==> src/rtl/priority_mux_pipe.sv <==
// priority_mux_pipe
//   Two-stage pipelined N-channel priority multiplexer. Stage 1 picks a winner
//   inside each GROUP-wide slice of the select vector. Stage 2 picks the winning
//   group and rebuilds the global channel index. Both stages use a valid/ready
//   handshake, so a stage-1 bubble can be filled while the output is stalled.
//
//   Ports
//     clk, rst     clock, synchronous active-high reset
//     in_valid     input transaction present
//     in_ready     block accepts input this cycle (combinational, no in_valid path)
//     sel[N]       per-channel select
//     dat[N*DW]    channel i at [i*DATA_W +: DATA_W]
//     out_valid    result present
//     out_ready    downstream accepts result
//     out_dat      winning channel data (0 when no hit)
//     out_idx      winning channel index (0 when no hit)
//     out_hit      at least one select bit was set

// Per-group priority picker. Unselected channels contribute nothing, so their
// data can never leak into the result.
module priority_mux_grp #(
    parameter int GROUP      = 6,
    parameter int DATA_W     = 8,
    parameter int HIGH_FIRST = 1,
    parameter int LIDX_W     = 3
) (
    input  logic [GROUP-1:0]        sel,
    input  logic [GROUP*DATA_W-1:0] dat,
    output logic [DATA_W-1:0]       win_dat,
    output logic [LIDX_W-1:0]       win_idx,
    output logic                    win_any
);
    // Scan from lowest to highest priority; the last hit overwrites earlier ones.
    always_comb begin
        win_dat = '0;
        win_idx = '0;
        win_any = 1'b0;
        if (HIGH_FIRST != 0) begin
            for (int j = 0; j < GROUP; j++) begin
                if (sel[j]) begin
                    win_dat = dat[j*DATA_W +: DATA_W];
                    win_idx = LIDX_W'(j);
                    win_any = 1'b1;
                end
            end
        end else begin
            for (int j = GROUP - 1; j >= 0; j--) begin
                if (sel[j]) begin
                    win_dat = dat[j*DATA_W +: DATA_W];
                    win_idx = LIDX_W'(j);
                    win_any = 1'b1;
                end
            end
        end
    end
endmodule

module priority_mux_pipe #(
    parameter  int N          = 24,
    parameter  int DATA_W     = 8,
    parameter  int GROUP      = 6,
    parameter  int HIGH_FIRST = 1,
    localparam int IDX_W      = (N > 1) ? $clog2(N) : 1
) (
    input  logic                  clk,
    input  logic                  rst,
    input  logic                  in_valid,
    output logic                  in_ready,
    input  logic [N-1:0]          sel,
    input  logic [N*DATA_W-1:0]   dat,
    output logic                  out_valid,
    input  logic                  out_ready,
    output logic [DATA_W-1:0]     out_dat,
    output logic [IDX_W-1:0]      out_idx,
    output logic                  out_hit
);
    localparam int NGRP   = (N + GROUP - 1) / GROUP;
    localparam int NP     = NGRP * GROUP;
    localparam int LIDX_W = (GROUP > 1) ? $clog2(GROUP) : 1;

    // Padding channels carry sel=0, so they can never win.
    logic [NP-1:0]        sel_pad;
    logic [NP*DATA_W-1:0] dat_pad;

    always_comb begin
        sel_pad                 = '0;
        sel_pad[N-1:0]          = sel;
        dat_pad                 = '0;
        dat_pad[N*DATA_W-1:0]   = dat;
    end

    logic [NGRP-1:0][DATA_W-1:0] g_dat;
    logic [NGRP-1:0][LIDX_W-1:0] g_lidx;
    logic [NGRP-1:0]             g_any;

    for (genvar g = 0; g < NGRP; g++) begin : gen_grp
        priority_mux_grp #(
            .GROUP      (GROUP),
            .DATA_W     (DATA_W),
            .HIGH_FIRST (HIGH_FIRST),
            .LIDX_W     (LIDX_W)
        ) u_grp (
            .sel     (sel_pad[g*GROUP +: GROUP]),
            .dat     (dat_pad[g*GROUP*DATA_W +: GROUP*DATA_W]),
            .win_dat (g_dat[g]),
            .win_idx (g_lidx[g]),
            .win_any (g_any[g])
        );
    end

    // Pipeline state
    logic                        s1_valid_q, s1_valid_d;
    logic [NGRP-1:0][DATA_W-1:0] s1_dat_q,   s1_dat_d;
    logic [NGRP-1:0][LIDX_W-1:0] s1_lidx_q,  s1_lidx_d;
    logic [NGRP-1:0]             s1_any_q,   s1_any_d;

    logic                        out_valid_q, out_valid_d;
    logic [DATA_W-1:0]           out_dat_q,   out_dat_d;
    logic [IDX_W-1:0]            out_idx_q,   out_idx_d;
    logic                        out_hit_q,   out_hit_d;

    // Stage 2 advances when the output slot is empty or being drained; stage 1
    // advances when it is empty (bubble collapse) or stage 2 advances.
    logic adv1, adv2;

    always_comb begin
        adv2     = !out_valid_q || out_ready;
        adv1     = !s1_valid_q || adv2;
        in_ready = adv1;
    end

    // Cross-group winner from the stage-1 registers
    logic [DATA_W-1:0] x_dat;
    logic [IDX_W-1:0]  x_idx;
    logic              x_hit;

    always_comb begin
        x_dat = '0;
        x_idx = '0;
        x_hit = 1'b0;
        if (HIGH_FIRST != 0) begin
            for (int g = 0; g < NGRP; g++) begin
                if (s1_any_q[g]) begin
                    x_dat = s1_dat_q[g];
                    x_idx = IDX_W'(g * GROUP + int'(s1_lidx_q[g]));
                    x_hit = 1'b1;
                end
            end
        end else begin
            for (int g = NGRP - 1; g >= 0; g--) begin
                if (s1_any_q[g]) begin
                    x_dat = s1_dat_q[g];
                    x_idx = IDX_W'(g * GROUP + int'(s1_lidx_q[g]));
                    x_hit = 1'b1;
                end
            end
        end
    end

    // Next-state: payload registers only load alongside a valid token
    always_comb begin
        s1_valid_d = s1_valid_q;
        s1_dat_d   = s1_dat_q;
        s1_lidx_d  = s1_lidx_q;
        s1_any_d   = s1_any_q;
        if (adv1) begin
            s1_valid_d = in_valid;
            if (in_valid) begin
                s1_dat_d  = g_dat;
                s1_lidx_d = g_lidx;
                s1_any_d  = g_any;
            end
        end

        out_valid_d = out_valid_q;
        out_dat_d   = out_dat_q;
        out_idx_d   = out_idx_q;
        out_hit_d   = out_hit_q;
        if (adv2) begin
            out_valid_d = s1_valid_q;
            if (s1_valid_q) begin
                out_dat_d = x_dat;
                out_idx_d = x_idx;
                out_hit_d = x_hit;
            end
        end
    end

    always_ff @(posedge clk) begin
        if (rst) begin
            s1_valid_q  <= 1'b0;
            out_valid_q <= 1'b0;
            out_dat_q   <= '0;
            out_idx_q   <= '0;
            out_hit_q   <= 1'b0;
        end else begin
            s1_valid_q  <= s1_valid_d;
            out_valid_q <= out_valid_d;
            out_dat_q   <= out_dat_d;
            out_idx_q   <= out_idx_d;
            out_hit_q   <= out_hit_d;
        end
    end

    // Stage-1 payload is qualified by s1_valid_q, so it needs no reset
    always_ff @(posedge clk) begin
        s1_dat_q  <= s1_dat_d;
        s1_lidx_q <= s1_lidx_d;
        s1_any_q  <= s1_any_d;
    end

    assign out_valid = out_valid_q;
    assign out_dat   = out_dat_q;
    assign out_idx   = out_idx_q;
    assign out_hit   = out_hit_q;
endmodule

==> config.mk <==
export PLATFORM = sky130hd
export DESIGN_NAME = priority_mux_pipe
export DESIGN_NICKNAME = d
export VERILOG_FILES = /design/src/rtl/priority_mux_pipe.sv
export SDC_FILE = /design/constraint.sdc
export NUM_CORES = 1
export LEC_CHECK = 0
export ABC_CLOCK_PERIOD_IN_PS = 3200
export BUFFER_PORTS_ARGS = -buffer_cell sky130_fd_sc_hd__buf_2
export CORE_AREA = 4 4 105 107
export CTS_CLUSTER_SIZE = 24
export DETAILED_ROUTE_END_ITERATION = 16
export DIE_AREA = 0 0 109 111
export PLACE_DENSITY = 0.8
export SYNTH_ARGS = -nofsm -noshare
export SYNTH_HDL_FRONTEND = slang
export SYNTH_SLANG_ARGS = --single-unit
==> constraint.sdc <==
create_clock -name clk -period 3.2 [get_ports clk]
set_clock_uncertainty 0.2 [all_clocks]
set_input_delay 0.64 -clock clk [delete_from_list [all_inputs] [get_ports clk]]
set_output_delay 0.64 -clock clk [all_outputs]
set_load 0.02 [all_outputs]
* Word-level counts from Yosys, hierarchy flattened *
Index checks and enable logic that the tools add are counted.

word-level totals
  logic and storage cells = 94
  register bits after elaboration = 64
  bits in read-only memories = 0
  memories = 0
  bits in writable memories = 0
  bits in latches = 0
  input bits = 220

cells by class
  $mul = 0
  shifts and indexed selects = 0
  reduce and logical (&&, ||, !) cells = 14
  divide/modulo/power cells = 0
  add/subtract/negate cells = 3
  multiplexer cells = 56
  bitwise gates (word level) = 0
  eq/ne operators = 0
  order comparisons = 0

operators with widths
  kind                                                          number
  8-bit 2-to-1 mux                                              28
  5-bit OR reduction                                            4
  1-bit 2-to-1 mux                                              16
  2-bit 2-to-1 mux                                              8
  5-bit 2-to-1 mux                                              3
  2-bit OR reduction                                            4
  4-bit by 3-bit adder with 5-bit output, first input constant  1
  5-bit by 3-bit adder with 5-bit output, first input constant  1
  3-bit by 3-bit adder with 4-bit output, first input constant  1
  2-bit AND reduction                                           2
  3-bit 2-to-1 mux                                              1
  1-bit zero test                                               2
  1-bit logical OR                                              2

* Logic depth before layout (Yosys ltp) *
Gate-level depths: netlist of the first run.

  depth after elaboration = 6
  mapped depth = 6
  mapped depth without buffers = 6

* Hierarchy *
From an unflattened synthesis of the first run, not the netlist that was laid out.

second synthesis, totals
  cells, all modules = 461
  area, all modules = 4551.9 um2

modules (own cells, without submodules)
  module             sequential area each (um2)  cells an instance  area an instance (um2)  times used
  priority_mux_pipe  1761.7                      169                2449.8                  1
  priority_mux_grp   0.0                         73                 525.5                   4

* Worst setup path after synthesis of the first run *
No wires, ideal clock.

  path kind = input port to flip-flop
  start = in out_ready
  end = reg s1_any_q[0], enable pin
  path buffers = 0
  library setup time = 0.410 ns
  arrival = 2.069 ns
  data required time = 2.590 ns
  cell stages on the path = 3
  path slack = 0.521 ns
  cell sequence = nor2b_2 -> nand2_1 -> and2_1

between the ends
  longest elaborated chain between the ends = 3

ends and longest elaborated chain
  element                        line  source
  start: declaration             72    input logic out_ready,
  1-bit logical OR               127   adv2 = !out_valid_q || out_ready;
  1-bit logical OR               128   adv1 = !s1_valid_q || adv2;
  net in_ready                   68    output logic in_ready,
  2-bit AND reduction (no line)  --
  end signal: assignment         209   s1_any_q <= s1_any_d;
  end: declaration               115   logic [NGRP-1:0] s1_any_q, s1_any_d;

The timed path passes the listed nets, and every way through them passes these cells.
A chain may end at the register's enable or synchronous reset.

* Worst setup path after layout of the first run *
  start = reg s1_any_q[1]
  end = reg out_dat_q[5], in the netlist out_dat[5]

between the ends
  longest elaborated chain between the ends = 3

ends and longest elaborated chain
  element                         line  source
  8-bit 2-to-1 mux (3 in series)  143   if (s1_any_q[g]) begin
  end signal: assignment          199   out_dat_q <= out_dat_d;
  end: declaration                118   logic [DATA_W-1:0] out_dat_q, out_dat_d;

Every way passes these cells.

==> impl_metrics.env, run 1 <==
export IMPL_gp_congestion=0.8886
export IMPL_seq_area_sq_um=1762
export IMPL_critPathSlowestCell="nor2b_1"
export IMPL_timing_final_crit_share_pct=67.15
export IMPL_setup_violations_final=0
export IMPL_relSlewSlack_pct=36.43
export IMPL_worstSetupEndpoint="out_dat[5]"
export IMPL_die_w_um=109
export IMPL_numCtsBuffers=9
export IMPL_ir_drop_v=0.0001612
export IMPL_cts_root_buffer="clkbuf_8"
export IMPL_cts_sinks=64
export IMPL_cts_setup_buffers=0
export IMPL_placed_cells=807
export IMPL_slowest_delay_ps=630
export IMPL_ys_types=29
export IMPL_routed_wirelength_mm=13.23
export IMPL_mostFrequentLayoutCells="buf_2 (235), a21oi_1 (83), o21ai_0 (79)"
export IMPL_instances_no_fill=823
export IMPL_r2r_cells=4
export IMPL_startpoint_type="flop"
export IMPL_numPortBuffers=235
export IMPL_cts_buffer_depth=2
export IMPL_start_util_pct=39.18
export IMPL_cp_max_fo=15
export IMPL_drive_gt1_share_pct=38.86
export IMPL_yosysWarnings=0
export IMPL_worst_setup_path_type="reg -> reg"
export IMPL_leakage_nw=2.356
export IMPL_pin_count=236
export IMPL_multi_input_area_sq_um=1953
export IMPL_grt_pass1_wl_mm=20.08
export IMPL_grt_use_total_pct=20.91
export IMPL_grt_max_degree=49
export IMPL_gr_total_overflow=0
export IMPL_final_common_cell="buf_2"
export IMPL_viasPerCell=5.371
export IMPL_synth_nets=693
export IMPL_yosysTopAreaCellShare_pct=36.28
export IMPL_startpoint="s1_any_q[1]"
export IMPL_antenna_found_initial=0
export IMPL_max_slew_worst_pin_slew_ps=953.6
export IMPL_syn_mean_instance_area_sq_um=8.434
export IMPL_drt_pass1_iter_count=5
export IMPL_crit_required_ps=3250
export IMPL_rsz0062_at_grt="false"
export IMPL_drv_cap=0
export IMPL_synth_area_top_cells="edfxtp_1 (36%), a21oi_1 (10%), o21ai_0 (10%)"
export IMPL_core_area_sq_um=10140
export IMPL_worstPathArrival_ps=2190
export IMPL_die_area_sq_um=12100
export IMPL_cts_clk_slew_worst_paths_ps=70
export IMPL_postLayoutCoreUtil_pct=52.52
export IMPL_netlist_instances=471
export IMPL_ys_ff_latch=64
export IMPL_die_h_um=111
export IMPL_tns_ps=0
export IMPL_p_per_area_nw_per_um2=369.4
export IMPL_status="complete, no violations"
export IMPL_post_drt_wl_per_cell_um=16.08
export IMPL_hp_class="reg -> reg"
export IMPL_path_cells="nor2b_1 > a221o_1 > a221oi_2 > nor3_1"
export IMPL_maxSlewViolCount=0
export IMPL_syn_to_final_growth_pct=34.05
export IMPL_first_iter_violations=246
export IMPL_post_cts_resized=0
export IMPL_synthesis_area_sq_um=3973
export IMPL_rows=37
export IMPL_synth_largest_area_cell="edfxtp_1"
export IMPL_fmax_ghz=0.4654
export IMPL_final_min_clock_period_ps=2149
export IMPL_rrSetupSlack_ps=1050
export IMPL_ant_nets=0
export IMPL_dp_hpwl_mm=10.73
export IMPL_holdBufCountCts=0
export IMPL_cts_htree_levels=3
export IMPL_drc=0
export IMPL_total_power_mw=1.967
export IMPL_grt_pass1_vias=4308
export IMPL_r2r_end="out_dat[5]"
export IMPL_final_nets=904
export IMPL_r2r_start="s1_any_q[1]"
export IMPL_via_count=4420
export IMPL_ys_seq_area_share_pct=44.35
export IMPL_end_kind="flop"
export IMPL_n_antenna_cell=0
export IMPL_tritoncts="built"
export IMPL_hold_viol=0
export IMPL_clkLatencyLatePin_ps=330
export IMPL_fillers=983
==> how the worst min path moves through the flow <==
stage          slack, ps       start  cells past startpoint   endpoint
6_report             260     out_hit                      2    out_hit
5_1_grt              290     out_hit                      2    out_hit
4_1_cts              260     out_hit                      2    out_hit
3_5_place_dp         250     out_hit                      2    out_hit
3_3_place_gp         240     out_hit                      2    out_hit
2_1_floorplan        310  s1_valid_q                      2  out_valid
==> flip-flops by register name (all words and copies together) (netlist names) <==
register    cells
out_idx         5
s1_valid_q      1
s1_any_q        4
out_hit         1
out_valid       1
s1_dat_q       32
s1_lidx_q      12
out_dat         8
==> metrics by stage <==
stage | hold WS [ps] | area, sq um | worst slack, ps
2_1_floorplan | 306.1 | 3973 | 520.8
3_3_place_gp | 237.0 | 5170 | 1123
3_5_place_dp | 253.3 | 5170 | 1099
4_1_cts | 263.4 | 5325 | 1136
5_1_grt | 294.5 | 5325 | 1009
6_report | 264.6 | 5325 | 1051
==> metal layers <==
layer	track usage [%]	part of all wire [%]	routed length, um
met4	6.818	2.0	258
met5	0	0	0
met1	25.39	40	5246
met2	36.57	52	6835
met3	4.019	6.7	889
==> cell usage after synthesis <==
cell type	number
ha_1	2
o21bai_1	4
and2_1	1
nand3_1	5
buf_2	9
a221oi_1	1
clkbuf_1	25
buf_4	1
nand2b_1	1
nand2_1	44
edfxtp_1	48
o221ai_1	4
nor2b_1	5
nor3b_2	4
nand2b_2	1
o21ai_0	79
o41ai_1	1
nor2b_2	2
buf_6	1
o21ai_1	14
a221o_1	11
a22oi_1	28
dfxtp_1	16
nor3_1	11
nor2_1	32
a211oi_1	1
a221oi_2	10
a21oi_1	83
inv_1	27
==> layout make-up <==
cell class | instances | area share [%]
clock buffers | 11 | 2.467
clock inverters | 5 | 0.4464
inverters | 27 | 1.903
multi-input cells | 344 | 36.68
flip-flops and latches | 64 | 33.08
well taps | 136 | 3.195
repair buffers | 236 | 22.23
==> report_power, final <==
part	switching, mW	internal [mW]
Sequential	0.0320	0.962
Clock	0.286	0.273
Combinational	0.226	0.187
Total	0.544	1.42
==> critical path, delay by kind of cell (launching register included) <==
family | cells | cell delay, ps
simple gates | 2 | 840
compound gates | 2 | 410
flops | 1 | 610
==> kinds of logic after synthesis <==
kind of cell               share of synthesized area, %
adders and majority gates                        0.6298
AOI/OAI and AO/OA                                 36.28
DFF                                               44.35
and+or+nand+nor                                   12.22
buffers and inverters                             6.520
(Power assumes the default switching activity.)
==> inputs of run 2 (changes only) <==
==> config.mk (replaced) <==
export PLATFORM = sky130hd
export DESIGN_NAME = priority_mux_pipe
export DESIGN_NICKNAME = d
export VERILOG_FILES = /design/src/rtl/priority_mux_pipe.sv
export SDC_FILE = /design/constraint.sdc
export NUM_CORES = 1
export LEC_CHECK = 0
export ABC_AREA = 1
export ABC_CLOCK_PERIOD_IN_PS = 1700
export BUFFER_PORTS_ARGS = -buffer_cell sky130_fd_sc_hd__buf_2
export CORE_AREA = 4 4 108 110
export CTS_CLUSTER_SIZE = 24
export DETAILED_ROUTE_END_ITERATION = 16
export DIE_AREA = 0 0 112 114
export PLACE_DENSITY = 0.82
export SYNTH_ARGS = -nofsm -noshare
export SYNTH_HDL_FRONTEND = slang
export SYNTH_SLANG_ARGS = --single-unit
==> constraint.sdc (replaced) <==
create_clock -name clk -period 1.7 [get_ports clk]
set_clock_uncertainty 0.2 [all_clocks]
set_input_delay 0.34 -clock clk [delete_from_list [all_inputs] [get_ports clk]]
set_output_delay 0.34 -clock clk [all_outputs]
set_load 0.02 [all_outputs]
==> run 2 against run 1 <==
- total power up 110%
- setup slack worse by 900 ps
- largest power group unchanged
- routed wire length up 0.26%
- cell count up 12%
- via count up 3.5%
- critical endpoint is now in_ready
- area after synthesis up 6.7%
==> impl_metrics.env, run 2 <==
export IMPL_ant_nets=0
export IMPL_worstSetupEndpoint="in_ready"
export IMPL_instances_no_fill=920
export IMPL_final_common_cell="buf_2"
export IMPL_fin_ws_ps=147.8
export IMPL_seq_area_sq_um=1765
export IMPL_final_min_clock_period_ps=1552
export IMPL_tns_ps=0
export IMPL_rrSetupSlack_ps=200
export IMPL_max_slew_worst_pin_slew_ps=511.5
export IMPL_status="complete, no violations"
export IMPL_cts_setup_buffers=0
export IMPL_worst_setup_path_type="reg -> out"
export IMPL_ys_types=29
export IMPL_die_h_um=114
export IMPL_cts_buffer_depth=2
export IMPL_yosysWarnings=0
export IMPL_startpoint_type="flop"
export IMPL_gr_total_overflow=0
export IMPL_rsz0062_at_grt="false"
export IMPL_synth_edf_count=48
export IMPL_crit_required_ps=1160
export IMPL_tritoncts="built"
export IMPL_holdBufCountCts=0
export IMPL_rows=38
export IMPL_async_flop_share_pct=0
export IMPL_mostFrequentLayoutCells="buf_2 (235), nand2_1 (163), a21oi_1 (57)"
export IMPL_yosysTopAreaCellShare_pct=34.00
export IMPL_clkLatencyLatePin_ps=340
export IMPL_numCtsBuffers=9
export IMPL_r2r_cells=6
export IMPL_die_w_um=112
export IMPL_synthesis_area_sq_um=4239
export IMPL_post_drt_wl_per_cell_um=14.42
export IMPL_startpoint="s1_valid_q"
export IMPL_timing_final_crit_share_pct=91.31
export IMPL_syn_mean_instance_area_sq_um=7.750
export IMPL_grt_max_degree=25
export IMPL_drt_pass1_iter_count=5
export IMPL_cts_sinks=64
export IMPL_relSlewSlack_pct=65.90
export IMPL_yosysMostFrequentCell="nand2_1"
export IMPL_cp_max_fo=3
export IMPL_final_area_sq_um=5769
export IMPL_synth_area_top_cells="edfxtp_1 (34%), nand2_1 (15%), dfxtp_1 (7.6%)"
export IMPL_viasPerCell=4.972
export IMPL_netlist_instances=547
export IMPL_syn_to_final_growth_pct=36.10
export IMPL_ys_seq_area_share_pct=41.56
export IMPL_antenna_found_initial=0
export IMPL_gp_congestion=0.9504
export IMPL_synth_nets=769
export IMPL_dp_hpwl_mm=10.90
export IMPL_drv_cap=0
export IMPL_drc=0
export IMPL_pin_count=236
export IMPL_post_cts_resized=0
export IMPL_fillers=1076
export IMPL_grt_use_total_pct=19.76
export IMPL_synth_largest_area_cell="edfxtp_1"
export IMPL_via_count=4574
export IMPL_hp_class="in -> reg"
export IMPL_end_kind="output pin"
export IMPL_ys_ff_latch=64
export IMPL_synthTopCellsByCount="nand2_1 (164), a21oi_1 (57), nand3_1 (57)"
export IMPL_grt_pass1_wl_mm=20.60
export IMPL_drive_gt1_share_pct=39.36
export IMPL_r2r_start="s1_any_q[0]"
export IMPL_maxSlewViolCount=0
export IMPL_place_area_sq_um=5533
export IMPL_r2r_end="out_dat[2]"
export IMPL_largest_reg_flops=32
export IMPL_dp_slack_ps=126.7
export IMPL_cts_root_buffer="clkbuf_8"
export IMPL_grt_pass1_vias=4301
export IMPL_cts_clk_slew_worst_paths_ps=80
export IMPL_ir_drop_v=0.0003740
export IMPL_fmax_ghz=0.6442
export IMPL_leakage_nw=2.674
export IMPL_numPortBuffers=235
export IMPL_multi_input_area_sq_um=2197
export IMPL_first_iter_violations=216
export IMPL_hold_viol=0
export IMPL_worstPathArrival_ps=1010
export IMPL_ys_flop_type="edfxtp_1"
export IMPL_top_register="s1_dat_q"
export IMPL_placed_cells=904
export IMPL_cts_htree_levels=3
export IMPL_routed_wirelength_mm=13.27
export IMPL_start_util_pct=39.63
export IMPL_hold_ws_ps=86.25
export IMPL_core_area_sq_um=10700
export IMPL_die_area_sq_um=12770
export IMPL_p_per_area_nw_per_um2=721.1
export IMPL_final_nets=997
export IMPL_n_antenna_cell=0
export IMPL_setup_violations_final=0
==> run 2: layer usage <==
metal	vias up	track usage, %	routed length, um
met2	201	31.45	6265
met3	18	3.077	915
li1	2347	-	-
met1	2008	27.61	5850
met5	-	0	0
met4	0	6.731	234
==> run 2: where the power goes <==
part           internal (mW)  leakage (nW)  switching, mW
combinational          0.384          1.96          0.474
sequential              1.81         0.594         0.0485
clock                  0.845         0.122          0.604
total                   3.03          2.67           1.13
==> run 2: cells by family (layout without fill, tap and decap cells) <==
family                     Yosys count  after routing  synth area share (%)
DFF                                 64             64                 41.56
adders and majority gates            2              2                0.5902
buffers and inverters               56            289                 7.084
AOI/OAI and AO/OA                  122            122                 18.21
and+or+nand+nor                    303            303                 32.56
==> run 2: how the worst min path moves through the flow <==
stage,from,to,slack [ps],cells after the start
global route,in_valid,s1_valid_q,80,3
finish,in_valid,s1_valid_q,90,3
floorplan,rst,out_dat[7],210,1
detailed placement,out_idx[0],out_idx[0],260,2
CTS,in_valid,s1_valid_q,70,3
global placement,out_idx[0],out_idx[0],250,2
==> run 2: through the flow <==
stage | power (mW) | util, %
4_1_cts | 4.207 | 53.93
5_1_grt | 4.377 | 53.93
6_report | 4.160 | 53.93
3_5_place_dp | 2.743 | 51.72
2_1_floorplan | 2.341 | -
3_3_place_gp | 2.735 | 51.72
==> run 2: final cells by class <==
cell class              count  area share, %
inverters                  30          2.104
clock buffers              13          3.687
multi-input cells         427          38.08
flip-flops and latches     64          30.60
well taps                 140          3.036
repair buffers            243          22.08
clock inverters             3         0.4121
==> run 2: critical path, cell delays in order (launching register included) <==
cell and delay (ps):
dfxtp_1 400, nand3_4 110, buf_2 170
==> inputs of run 3 (changes only) <==
--- a/config.mk
+++ b/config.mk
@@ -5,13 +5,13 @@
 export SDC_FILE = /design/constraint.sdc
 export NUM_CORES = 1
 export LEC_CHECK = 0
-export ABC_AREA = 1
+export ABC_AREA = 0
 export ABC_CLOCK_PERIOD_IN_PS = 1700
 export BUFFER_PORTS_ARGS = -buffer_cell sky130_fd_sc_hd__buf_2
-export CORE_AREA = 4 4 108 110
-export CTS_CLUSTER_SIZE = 24
+export CORE_AREA = 4 4 105 107
+export CTS_CLUSTER_SIZE = 16
 export DETAILED_ROUTE_END_ITERATION = 16
-export DIE_AREA = 0 0 112 114
+export DIE_AREA = 0 0 109 111
 export PLACE_DENSITY = 0.82
 export SYNTH_ARGS = -nofsm -noshare
 export SYNTH_HDL_FRONTEND = slang
==> run 3 against run 2 <==
- sequential cell count did not move
- total power grew 3.6%
- register-to-register slack lost 150 ps
- global-route usage rose by 1.8 points
- critical endpoint is now out_idx[2]
==> impl_metrics.env, run 3 (synthesized netlist as in run 1, its figures left out) <==
export IMPL_numPortBuffers=235
export IMPL_drc=0
export IMPL_drv_cap=0
export IMPL_ant_nets=0
export IMPL_n_antenna_cell=0
export IMPL_die_area_sq_um=12100
export IMPL_r2r_cells=6
export IMPL_final_common_cell="buf_2"
export IMPL_grt_pass1_wl_mm=20.95
export IMPL_crit_required_ps=1720
export IMPL_final_nets=930
export IMPL_rows=37
export IMPL_drive_gt1_share_pct=41.94
export IMPL_max_slew_worst_pin_slew_ps=617.8
export IMPL_cts_clk_slew_worst_paths_ps=70
export IMPL_ir_drop_v=0.0005473
export IMPL_hold_ws_ps=35.80
export IMPL_startpoint_type="flop"
export IMPL_gr_total_overflow=0
export IMPL_hp_start="in_valid"
export IMPL_path_cells="inv_2 > ha_4 > inv_1 > a221o_1 > a221oi_2 > nor3_1"
export IMPL_critPathBufInv=2
export IMPL_r2r_end="out_idx[2]"
export IMPL_drt_pass1_iter_count=5
export IMPL_startpoint="s1_lidx_q[4]"
export IMPL_cts_htree_levels=3
export IMPL_min_path_cells=3
export IMPL_maxSlewViolCount=0
export IMPL_pin_count=236
export IMPL_syn_to_final_growth_pct=43.15
export IMPL_cts_buffer_depth=2
export IMPL_final_min_clock_period_ps=1648
export IMPL_dp_hpwl_mm=11.14
export IMPL_via_count=4556
export IMPL_p_per_area_nw_per_um2=757.7
export IMPL_tns_ps=0
export IMPL_hold_viol=0
export IMPL_worst_setup_path_type="reg -> reg"
export IMPL_rrSetupSlack_ps=50
export IMPL_cts_root_buffer="clkbuf_8"
export IMPL_final_area_sq_um=5687
export IMPL_fmax_ghz=0.6068
export IMPL_critPathSlowestCell="edfxtp_1"
export IMPL_die_w_um=109
export IMPL_post_drt_wl_per_cell_um=16.11
export IMPL_hp_class="in -> reg"
export IMPL_r2r_start="s1_lidx_q[4]"
export IMPL_tritoncts="built"
export IMPL_mostFrequentLayoutCells="buf_2 (235), a21oi_1 (83), o21ai_0 (79)"
export IMPL_viasPerCell=5.366
export IMPL_relSlewSlack_pct=58.82
export IMPL_grt_max_degree=49
export IMPL_holdBufCountCts=0
export IMPL_place_area_sq_um=5391
export IMPL_end_kind="flop"
export IMPL_clkLatencyLatePin_ps=330
export IMPL_first_iter_violations=387
export IMPL_antenna_found_initial=0
export IMPL_top_register="s1_dat_q"
export IMPL_min_to="s1_valid_q"
export IMPL_cts_sinks=64
export IMPL_setup_violations_final=0
export IMPL_largest_reg_flops=32
export IMPL_grt_use_total_pct=21.59
export IMPL_leakage_nw=2.556
export IMPL_timing_final_crit_share_pct=96.94
export IMPL_grt_pass1_vias=4487
export IMPL_slowest_delay_ps=350
export IMPL_routed_wirelength_mm=13.68
export IMPL_cpLargestDelayFamily="compound AO/OA/AOI/OAI gates"
export IMPL_numCtsBuffers=9
export IMPL_core_area_sq_um=10140
export IMPL_status="complete, no violations"
export IMPL_die_h_um=111
export IMPL_gp_congestion=0.9186
export IMPL_worstPathArrival_ps=1670
export IMPL_start_util_pct=39.18
export IMPL_cp_max_fo=2
run 3: per-stage QoR:
stage	setup WS [ps]	utilization, %	power [mW]	instances
floorplan	34.88	-	2.289	471
global placement	-72.63	53.18	2.722	832
detailed placement	-75.28	53.18	2.734	832
CTS	21.40	55.79	4.326	848
global route	-5.298	56.09	4.497	849
finish	51.98	56.09	4.309	849
run 3: final cells by class:
cell class,instances,area [sq um]
inverters,27,101.3
fillers,933,4452
clock inverters,2,35.03
multi-input cells,344,1987
well taps,136,170.2
repair buffers,262,1404
clock buffers,14,227.7
flip-flops and latches,64,1762
run 3: worst max path at each step:
stage | cells after the start | slack, ps | end
floorplan | 3 | 30 | s1_any_q[0]
global placement | 4 | -70 | s1_dat_q[14]
detailed placement | 4 | -80 | out_dat[0]
CTS | 6 | 20 | out_idx[2]
global route | 6 | -5 | out_idx[2]
finish | 6 | 50 | out_idx[2]
run 3: repair_timing:
action	CTS	global route
endpoints found under the setup margin	10	5
gates resized for setup	1	4
hold endpoints to repair	0	0
pin swaps	2	0
buffers inserted	0	1
run 3: report_power, final:
| group | switching (mW) | total, mW | internal (mW) | leakage, nW |
|---|---|---|---|---|
| combinational | 0.451 | 0.847 | 0.396 | 1.83 |
| sequential | 0.0573 | 1.87 | 1.81 | 0.594 |
| clock | 0.562 | 1.59 | 1.03 | 0.133 |
| total | 1.07 | 4.31 | 3.24 | 2.56 |
run 3: metal layers:
layer	up-vias	part of all wire, %	track usage [%]	routed length [um]
met5	-	0	0	0
met4	0	2.0	5.808	269
met3	24	7.1	5.300	969
met2	220	51	36.81	6962
met1	2086	40	26.88	5475
li1	2226	-	-	-
run 3: worst register-to-register path, delay by kind of cell (launching register included):
kind	cells	cell delay (ps)
AOI/OAI and AO/OA	2	550
adders and majority gates	1	260
buffers and inverters	2	100
DFF	1	350
and+or+nand+nor	1	70
